File: src/rtl/kmouse_pkg.sv
// Shared constants for the Kempston-style mouse port: address decode values,
// mode encoding and the delta-register saturation helper.
package kmouse_pkg;

    localparam logic [2:0] ADDR_X      = 3'b011;
    localparam logic [2:0] ADDR_Y      = 3'b111;
    localparam logic [1:0] ADDR_BTN_LO = 2'b10;    // buttons answer on x10

    typedef enum logic {
        MODE_ABS   = 1'b0,
        MODE_DELTA = 1'b1
    } kmouse_mode_e;

    localparam logic signed [8:0] DELTA_MAX = 9'sd127;
    localparam logic signed [8:0] DELTA_MIN = -9'sd128;

    function automatic logic signed [8:0] sat_delta(input logic signed [10:0] v);
        if (v > 11'(DELTA_MAX))
            return DELTA_MAX;
        else if (v < 11'(DELTA_MIN))
            return DELTA_MIN;
        else
            return v[8:0];
    endfunction

endpackage

File: src/rtl/kmouse_axis.sv
// One mouse axis: wrapping position accumulator plus a saturating
// clear-on-read delta register fed by the same packet movement.
module kmouse_axis
    import kmouse_pkg::*;
#(
    parameter int CNT_W   = 12,
    parameter int SHIFT   = 0,
    parameter int INV     = 0,
    parameter int RST_VAL = 0
) (
    input  logic             clk_sys,
    input  logic             reset,
    input  logic             i_event,
    input  logic             i_clear,
    input  logic signed [8:0] i_move,
    output logic [7:0]       o_abs,
    output logic [7:0]       o_delta
);

    localparam logic [CNT_W-1:0] ACC_RST = CNT_W'(RST_VAL) << SHIFT;

    logic [CNT_W-1:0]  r_acc;
    logic signed [8:0] r_delta;

    logic signed [9:0]  w_move;      // one bit wider so negating -256 cannot overflow
    logic signed [9:0]  w_move_sh;
    logic [CNT_W-1:0]   w_move_acc;
    logic signed [8:0]  w_delta_base;
    logic signed [10:0] w_delta_sum;
    logic signed [8:0]  w_delta_next;

    always_comb begin
        w_move = {i_move[8], i_move};
        if (INV != 0)
            w_move = -w_move;
    end

    assign w_move_sh  = w_move >>> SHIFT;
    assign w_move_acc = CNT_W'(w_move);

    // A read clears before the new packet adds, so a coincident packet survives.
    always_comb begin
        // NOTE: every combinational output gets a default first so no latch is inferred.
        w_delta_base = i_clear ? 9'sd0 : r_delta;
        w_delta_sum  = 11'(w_delta_base) + 11'(w_move_sh);
        w_delta_next = w_delta_base;
        if (i_event)
            w_delta_next = sat_delta(w_delta_sum);
    end

    always_ff @(posedge clk_sys) begin
        // NOTE: sequential state uses non-blocking assignments so all registers update together.
        if (reset) begin
            r_acc   <= ACC_RST;
            r_delta <= '0;
        end else begin
            if (i_event)
                r_acc <= r_acc + w_move_acc;
            r_delta <= w_delta_next;
        end
    end

    assign o_abs   = r_acc[SHIFT+7:SHIFT];
    assign o_delta = r_delta[7:0];

endmodule

File: src/rtl/kmouse_port.sv
// Z80-readable mouse port fed by the HPS PS/2 packet stream: toggle detect,
// address decode, buttons byte and optional wheel counter (KMOUSE_WHEEL_EN).
module kmouse_port
    import kmouse_pkg::*;
#(
    parameter int CNT_W    = 12,
    parameter int SHIFT    = 0,
    parameter int INV_Y    = 0,
    parameter int RESET_DX = 128
) (
    input  logic        clk_sys,
    input  logic        reset,
    input  logic [24:0] ps2_mouse,
    input  logic [15:0] ps2_mouse_ext,
    input  logic        mode,
    input  logic [2:0]  addr,
    input  logic        rd,
    output logic        sel,
    output logic [7:0]  dout
);

    logic         r_toggle;
    logic         w_event;
    logic         w_hit_x;
    logic         w_hit_y;
    logic         w_hit_btn;
    kmouse_mode_e w_mode;
    logic [7:0]   w_x_abs, w_x_delta, w_y_abs, w_y_delta;
    logic [3:0]   w_wheel_nib;
    logic         w_unused;

    // Loading the copy during reset too means a toggle coinciding with reset is dropped.
    always_ff @(posedge clk_sys) begin
        r_toggle <= ps2_mouse[24];
    end

    assign w_event   = (ps2_mouse[24] ^ r_toggle) & ~reset;
    assign w_mode    = kmouse_mode_e'(mode);
    assign w_hit_x   = (addr == ADDR_X);
    assign w_hit_y   = (addr == ADDR_Y);
    assign w_hit_btn = (addr[1:0] == ADDR_BTN_LO);

    kmouse_axis #(
        .CNT_W(CNT_W), .SHIFT(SHIFT), .INV(0), .RST_VAL(RESET_DX)
    ) u_axis_x (
        .clk_sys (clk_sys),
        .reset   (reset),
        .i_event (w_event),
        .i_clear (rd && w_hit_x && (w_mode == MODE_DELTA)),
        .i_move  ({ps2_mouse[4], ps2_mouse[15:8]}),
        .o_abs   (w_x_abs),
        .o_delta (w_x_delta)
    );

    kmouse_axis #(
        .CNT_W(CNT_W), .SHIFT(SHIFT), .INV(INV_Y), .RST_VAL(0)
    ) u_axis_y (
        .clk_sys (clk_sys),
        .reset   (reset),
        .i_event (w_event),
        .i_clear (rd && w_hit_y && (w_mode == MODE_DELTA)),
        .i_move  ({ps2_mouse[5], ps2_mouse[23:16]}),
        .o_abs   (w_y_abs),
        .o_delta (w_y_delta)
    );

`ifdef KMOUSE_WHEEL_EN
    logic [3:0] r_wheel;

    always_ff @(posedge clk_sys) begin
        if (reset)
            r_wheel <= '0;
        else if (w_event)
            r_wheel <= r_wheel + ps2_mouse_ext[3:0];
    end

    assign w_wheel_nib = r_wheel;
    assign w_unused    = &{1'b0, ps2_mouse[7:6], ps2_mouse[3], ps2_mouse_ext[15:4]};
`else
    assign w_wheel_nib = 4'hF;
    assign w_unused    = &{1'b0, ps2_mouse[7:6], ps2_mouse[3], ps2_mouse_ext};
`endif

    always_comb begin
        sel  = 1'b0;
        dout = 8'hFF;
        if (w_hit_x) begin
            sel  = 1'b1;
            dout = (w_mode == MODE_DELTA) ? w_x_delta : w_x_abs;
        end else if (w_hit_y) begin
            sel  = 1'b1;
            dout = (w_mode == MODE_DELTA) ? w_y_delta : w_y_abs;
        end else if (w_hit_btn) begin
            // Active-low buttons in {M, L, R} order, bit 3 always high.
            sel  = 1'b1;
            dout = {w_wheel_nib, 1'b1, ~ps2_mouse[2], ~ps2_mouse[0], ~ps2_mouse[1]};
        end
    end

endmodule

File: config.mk
export PLATFORM = sky130hd
export DESIGN_NAME = kmouse_port
export DESIGN_NICKNAME = d
export VERILOG_FILES = /design/src/rtl/kmouse_pkg.sv /design/src/rtl/kmouse_axis.sv /design/src/rtl/kmouse_port.sv
export SDC_FILE = /design/constraint.sdc
export NUM_CORES = 1
export LEC_CHECK = 0
export ABC_AREA = 0
export CORE_ASPECT_RATIO = 1.2
export CORE_UTILIZATION = 41
export CTS_CLUSTER_DIAMETER = 150
export DETAILED_ROUTE_END_ITERATION = 8
export DONT_BUFFER_PORTS = 1
export GPL_TIMING_DRIVEN = 0
export SLEW_MARGIN = 20
export SYNTH_ARGS = -nofsm -noshare
export SYNTH_HDL_FRONTEND = slang
export SYNTH_SLANG_ARGS = --single-unit
File: constraint.sdc
create_clock -name clk_sys -period 6.09 [get_ports clk_sys]
set_clock_uncertainty 0.15 [all_clocks]
set_input_delay 1.827 -clock clk_sys [delete_from_list [all_inputs] [get_ports clk_sys]]
set_output_delay 1.827 -clock clk_sys [all_outputs]
set_load 0.01 [all_outputs]
==> results of run 1 <==
-- registers in the layout, indices dropped and copies added, names as in the netlist --
signal            flops
u_axis_x.r_delta      9
u_axis_y.r_delta      9
u_axis_x.r_acc        8
u_axis_y.r_acc        8
r_toggle              1
-- placed cells by master, fill, tap and decap left out, types with 5 or more instances in the layout --
cell	instances
and2_1	19
o21ai_0	16
nand2b_1	6
o21a_1	10
xnor2_1	12
or2_2	8
clkbuf_1	8
a31oi_1	6
nor2_1	15
o211ai_1	11
inv_1	23
nand2_1	33
xor2_1	5
o21ai_1	7
a211oi_2	5
dfxtp_1	35
a21oi_1	48
mux4_2	8
nand3_1	10
clkbuf_8	10
ha_1	32
a21o_1	7
-- cell families (layout without fill, tap and decap cells) --
kind of cell,after synthesis,in the layout,synth area share
xor gates and xnor gates,17,17,0.0448
DFF,35,35,0.211
adders and majority gates,36,36,0.145
AOI/OAI and AO/OA,143,143,0.300
muxes,8,8,0.0542
buffers and inverters,37,45,0.0549
and+or+nand+nor,118,118,0.190
-- power by group --
part,switching (W),internal [W]
clock,0.0000910,0.000103
combinational,0.000316,0.000250
sequential,0.0000322,0.000273
total,0.000440,0.000626
-- cell type report --
type	count	area, sq um
plain buffers	14	96.3
clock buffers	8	100
fillers	777	4210
inverters	23	86.3
multi-input cells	322	2440
flip-flops and latches	35	701
well taps	92	115
-- worst max path at each step --
stage          slack [ns]             endpoint  startpoint
3_3_place_gp         1.06  u_axis_y.r_delta[4]        mode
2_1_floorplan        1.32              dout[3]        mode
5_1_grt              1.01  u_axis_y.r_delta[0]        mode
4_1_cts              1.23              dout[5]        mode
3_5_place_dp         1.04  u_axis_y.r_delta[4]        mode
6_report             1.24              dout[5]        mode
-- per-layer routing --
| layer | wire [um] | up-vias | track usage |
|---|---|---|---|
| met5 | 0 | - | 0 |
| met4 | 267 | 0 | 0.102 |
| met3 | 273 | 22 | 0.0287 |
| met2 | 4330 | 51 | 0.398 |
| met1 | 3590 | 1359 | 0.260 |
| li1 | - | 1464 | - |
-- per-stage QoR --
stage	cells	total power [W]	worst slack (ns)	hold slack, ns	cell area [sq um]
2_1_floorplan	394	0.000760	1.32	0.289	3320
3_3_place_gp	486	0.000863	1.06	0.307	3440
3_5_place_dp	486	0.000871	1.04	0.315	3440
4_1_cts	494	0.00107	1.23	0.330	3540
5_1_grt	494	0.00115	1.01	0.351	3540
6_report	494	0.00107	1.24	0.328	3540
-- critical path, delay by kind of cell --
family / cells / cell delay [ns]
mux: 1 / 0.54
simple gates: 1 / 0.32
buf+inv: 1 / 0.18
==> run metrics, run 1 <==
Seq/Total Area, Yosys=0.211; # rows=35; DIE AREA=8470 sq um; GRT Overall Usage=0.220; # DRC=4; Syn Std Cell Area=3320 sq um; ratio of cells with drive above 1 in the final layout=0.137; endpoints failing setup=0; Syn Area/Cell=8.44 sq um; Fmax=206 MHz; CTS Buf Count=5; remaining antenna violation count=0; antenna violations before repair=0; VDD IR max=0.118 mV; Pwr Density=301 nW/um^2; worst-case reg-to-reg path depth=10; CP required=4.11 ns; unrepaired setup endpoints after global routing=no; worst flop-to-flop path endpoint=u_axis_y.r_delta[4]; diode count=0; fin util=0.457; CP cell instances=buf_4 > mux4_2 > or2_2; global-route wire length before repair=14.6 mm; kind of critical path=input pin to output pin; status=finished with violations; drt pass-1 iters=8; hold buffer count at CTS=0; fin crit share=0.797; # IOs=57; clock buffer depth=2; largest net degree at the start of global routing=11; Starting Density=0.429; HP Class=flip-flop to flip-flop; Port Buffer Count=0; post-synth top area cell=dfxtp_1; worst slew pin tran=0.767 ns; Hold Crit Start=u_axis_y.r_acc[4]; die width=84.2 um; Max stage delay on crit path=0.54 ns; via count of the routed design=2896; area grow syn2layout=6.47%; Distinct cells, synth=65; Post-CTS Resized=0; # clock sinks=35; Seq cells post-synth=35; CTS tree=built; post-layout net count=485; number of global-route vias before repair=3041; commonest cells in the netlist=a21oi_1, dfxtp_1, nand2_1, ha_1, inv_1; Hold Path End=u_axis_y.r_acc[4]; Mapped Cells=394; Reg2Reg Setup Slack=3.31 ns; Hold Violations, Final=0; CP startpoint kind=input pin; Core Area=7750 sq um; Critical R2R Launch=u_axis_y.r_delta[0]; Hold Path Depth=2; worst skew pair latency=0.30 ns; initial DRC count=124; LEAKAGE=1.43 nW; routed length per instance=17.1 um; Worst Setup End Kind=output pin; top cell type's share of synthesized area=0.211; Clk pin slew, worst setup/hold paths=0.07 ns; clock root cell=clkbuf_8; Setup Total Neg Slack=0 ns; most common cell in the netlist=a21oi_1; CP arrival=2.88 ns; Slew Limit Fails=0; minimum clock period=4.85 ns; main flop type after synthesis=dfxtp_1; slew margin rel.=0.487; RePlAce Congestion=0.817; grt ovf=0; Post CTS Setup Buffer Count=0; slowest CP cell=mux4_2; failing checks=design-rule violations; Area contributors post-synth=dfxtp_1, ha_1, a21oi_1; Synthesis Warnings=0; Mapped Nets=478; hpwl dp=6.89 mm; EDFF count, synth=0; crit-path max FO=9; final WL=8.46 mm; via/cell ratio=5.86; post-synthesis async set-or-reset flop share=0; Die Ht=101 um; H-Tree Level Count=2; Max-Cap Viols=0
Power figures use the tool's default switching activity.
==> run 2: changes to the inputs <==
==> constraint.sdc (replaced) <==
create_clock -name clk_sys -period 4.3 [get_ports clk_sys]
set_clock_uncertainty 0.15 [all_clocks]
set_input_delay 1.29 -clock clk_sys [delete_from_list [all_inputs] [get_ports clk_sys]]
set_output_delay 1.29 -clock clk_sys [all_outputs]
set_load 0.01 [all_outputs]
==> run 2 against run 1 <==
  * The flow still finishes with violations (design-rule violations)
  * Critical path depth is 10 higher
  * Global-route usage stayed put
  * Setup slack worse by 0.90 ns
  * Sequential cell count stayed put
  * Core utilization is 0.21 points higher
  * Power is 42% higher
  * Register-to-register slack worse by 1.8 ns
  * Non-clock buffer count is 1 lower
  * Die area stayed put
  * Largest power group unchanged
==> run metrics, run 2 (synthesis gave the netlist of run 1 again) <==
diode count=0 (unchanged); worst skew pair latency=0.30 ns (about the same); RePlAce Congestion=0.817 (unchanged); endpoints failing setup=0 (unchanged); via count of the routed design=2892 (was 2896); Reg2Reg Setup Slack=1.51 ns (was 3.31 ns); Cell Count, Final, Fillers Out=493 (was 494); worst flop-to-flop path endpoint=u_axis_y.r_delta[4] (unchanged); Post CTS Setup Buffer Count=0 (unchanged); sequential power share=0.285 (was 0.286); CP startpoint kind=input pin (unchanged); ratio of cells with drive above 1 in the final layout=0.140 (was 0.137); drt pass-1 iters=8 (unchanged); unrepaired setup endpoints after global routing=no (unchanged); Internal=0.000891 W (was 0.000626 W); CP required=4.32 ns (was 4.11 ns); Max-Cap Viols=0 (unchanged); number of global-route vias before repair=3041 (unchanged); via/cell ratio=5.87 (was 5.86); slew margin rel.=0.477 (was 0.487); Worst Setup End Kind=flip-flop (was output pin); hold buffer count at CTS=0 (unchanged); GRT Overall Usage=0.220 (unchanged); fin crit share=0.922; DIE AREA=8470 sq um (unchanged); CP arrival=3.99 ns (was 2.88 ns); worst slew pin tran=0.782 ns (was 0.767 ns); top flop regs=u_axis_x.r_delta: 9 flops, u_axis_y.r_delta: 9 flops (unchanged); Port Buffer Count=0 (unchanged); Critical path destination=u_axis_y.r_delta[4] (was dout[5]); Pwr Density=427 nW/um^2 (was 301 nW/um^2); Fmax=252 MHz; Starting Density=0.429 (unchanged); most frequent cells in the layout=a21oi_1, dfxtp_1, nand2_1 (unchanged); antenna violations before repair=0 (unchanged); hpwl dp=6.89 mm (unchanged); clock network power share=0.180 (was 0.182); Sw Pwr=0.000627 W (was 0.000440 W); Critical R2R Launch=u_axis_y.r_delta[0] (unchanged); Reg area=701 sq um (unchanged); Final WS setup=0.334 ns (was 1.24 ns); most common cell after layout, fill and taps aside=a21oi_1 (unchanged); area of the multi-input gates=2460 sq um (was 2440 sq um); VDD IR max=0.186 mV (was 0.118 mV); Post-CTS Resized=0 (unchanged); Core Area=7750 sq um (unchanged); # clock sinks=35 (unchanged); global-route wire length before repair=14.6 mm (unchanged); remaining antenna violation count=0 (unchanged); post-layout net count=484 (was 485); Switching Fraction=0.413 (about the same); CTS Buf Count=5 (unchanged); Die Ht=101 um (unchanged); routed length per instance=17.2 um (was 17.1 um); Setup Total Neg Slack=0 ns (unchanged); die width=84.2 um (unchanged); Hold Violations, Final=0 (unchanged); LEAKAGE=1.43 nW (about the same); clock root cell=clkbuf_8 (unchanged); # DRC=4 (unchanged); area grow syn2layout=6.96% (was 6.47%); post-placement cell count=486 (unchanged); minimum clock period=3.97 ns; Clk pin slew, worst setup/hold paths=0.07 ns (about the same); CP cell instances=buf_4 > nand4_1 > or2_2 > and2_1 > ha_1 > inv_1 > fa_1 > nand2b_1 > a21oi_2 > o2111a_1 > o21ai_1 > a31oi_2 > a21oi_1 (was buf_4 > mux4_2 > or2_2); worst-case reg-to-reg path depth=10 (unchanged); status=finished with violations (unchanged); Filler Cell Count=777 (unchanged); pre-CTS setup slack=-0.216 ns (was 1.04 ns); failing checks=design-rule violations (unchanged); clock buffer depth=2 (unchanged); slowest CP cell=fa_1 (was mux4_2); Max stage delay on crit path=0.39 ns (was 0.54 ns); Comb pwr share=0.535 (was 0.531); final WL=8.48 mm (was 8.46 mm); # rows=35 (unchanged); H-Tree Level Count=2 (unchanged); crit path from=mode (unchanged); kind of critical path=input pin to flip-flop (was input pin to output pin); largest net degree at the start of global routing=11 (unchanged); CTS tree=built (unchanged); grt ovf=0 (unchanged); Slew Limit Fails=0 (unchanged); crit-path max FO=10 (was 9); HP Class=flip-flop to flip-flop (unchanged); initial DRC count=113 (was 124); Min Hold Slack=0.328 ns (about the same); Power Total=0.00152 W (was 0.00107 W); # IOs=57 (unchanged)
[run 2: critical path, delay by kind of cell]
kind	cells	cell delay (ns)
AND/OR/NAND/NOR	4	0.70
adder cells (fa/ha/maj)	2	0.58
AO/OA/AOI/OAI	5	1.18
buffers and inverters	2	0.23
[run 2: per-layer routing]
layer	vias to the layer above	share of wire	GRT usage
li1	1457	-	-
met3	24	0.032	0.0287
met1	1362	0.42	0.260
met2	49	0.52	0.398
met5	-	0	0
met4	0	0.032	0.102
[run 2: layout make-up]
class	instances	area share
multi-input cells	322	0.692
flip-flops and latches	35	0.197
well taps	92	0.0324
clock buffers	8	0.0281
plain buffers	13	0.0260
inverters	23	0.0243
[run 2: metrics by stage]
stage / util / cell area, sq um
after floorplan: - / 3320
after global placement: 0.444 / 3440
after detailed placement: 0.444 / 3440
after CTS: 0.457 / 3540
after global routing: 0.459 / 3560
final: 0.459 / 3560
[run 2: power groups by stage]
stage | Combinational, W | Clock (W) | Sequential, W
final | 0.000813 | 0.000273 | 0.000432
after global routing | 0.000915 | 0.000290 | 0.000441
after CTS | 0.000802 | 0.000276 | 0.000431
after detailed placement | 0.000795 | 0 | 0.000439
after global placement | 0.000786 | 0 | 0.000437
after floorplan | 0.000656 | 0 | 0.000420
[run 2: how the worst min path moves through the flow]
stage | endpoint | from | depth (start not counted)
global route | u_axis_x.r_acc[4] | u_axis_x.r_acc[4] | 2
finish | u_axis_y.r_acc[4] | u_axis_y.r_acc[4] | 2
detailed placement | u_axis_x.r_acc[2] | u_axis_x.r_acc[2] | 2
global placement | u_axis_x.r_acc[5] | u_axis_x.r_acc[5] | 2
CTS | u_axis_y.r_acc[7] | u_axis_y.r_acc[7] | 2
floorplan | u_axis_x.r_delta[7] | u_axis_x.r_delta[7] | 2
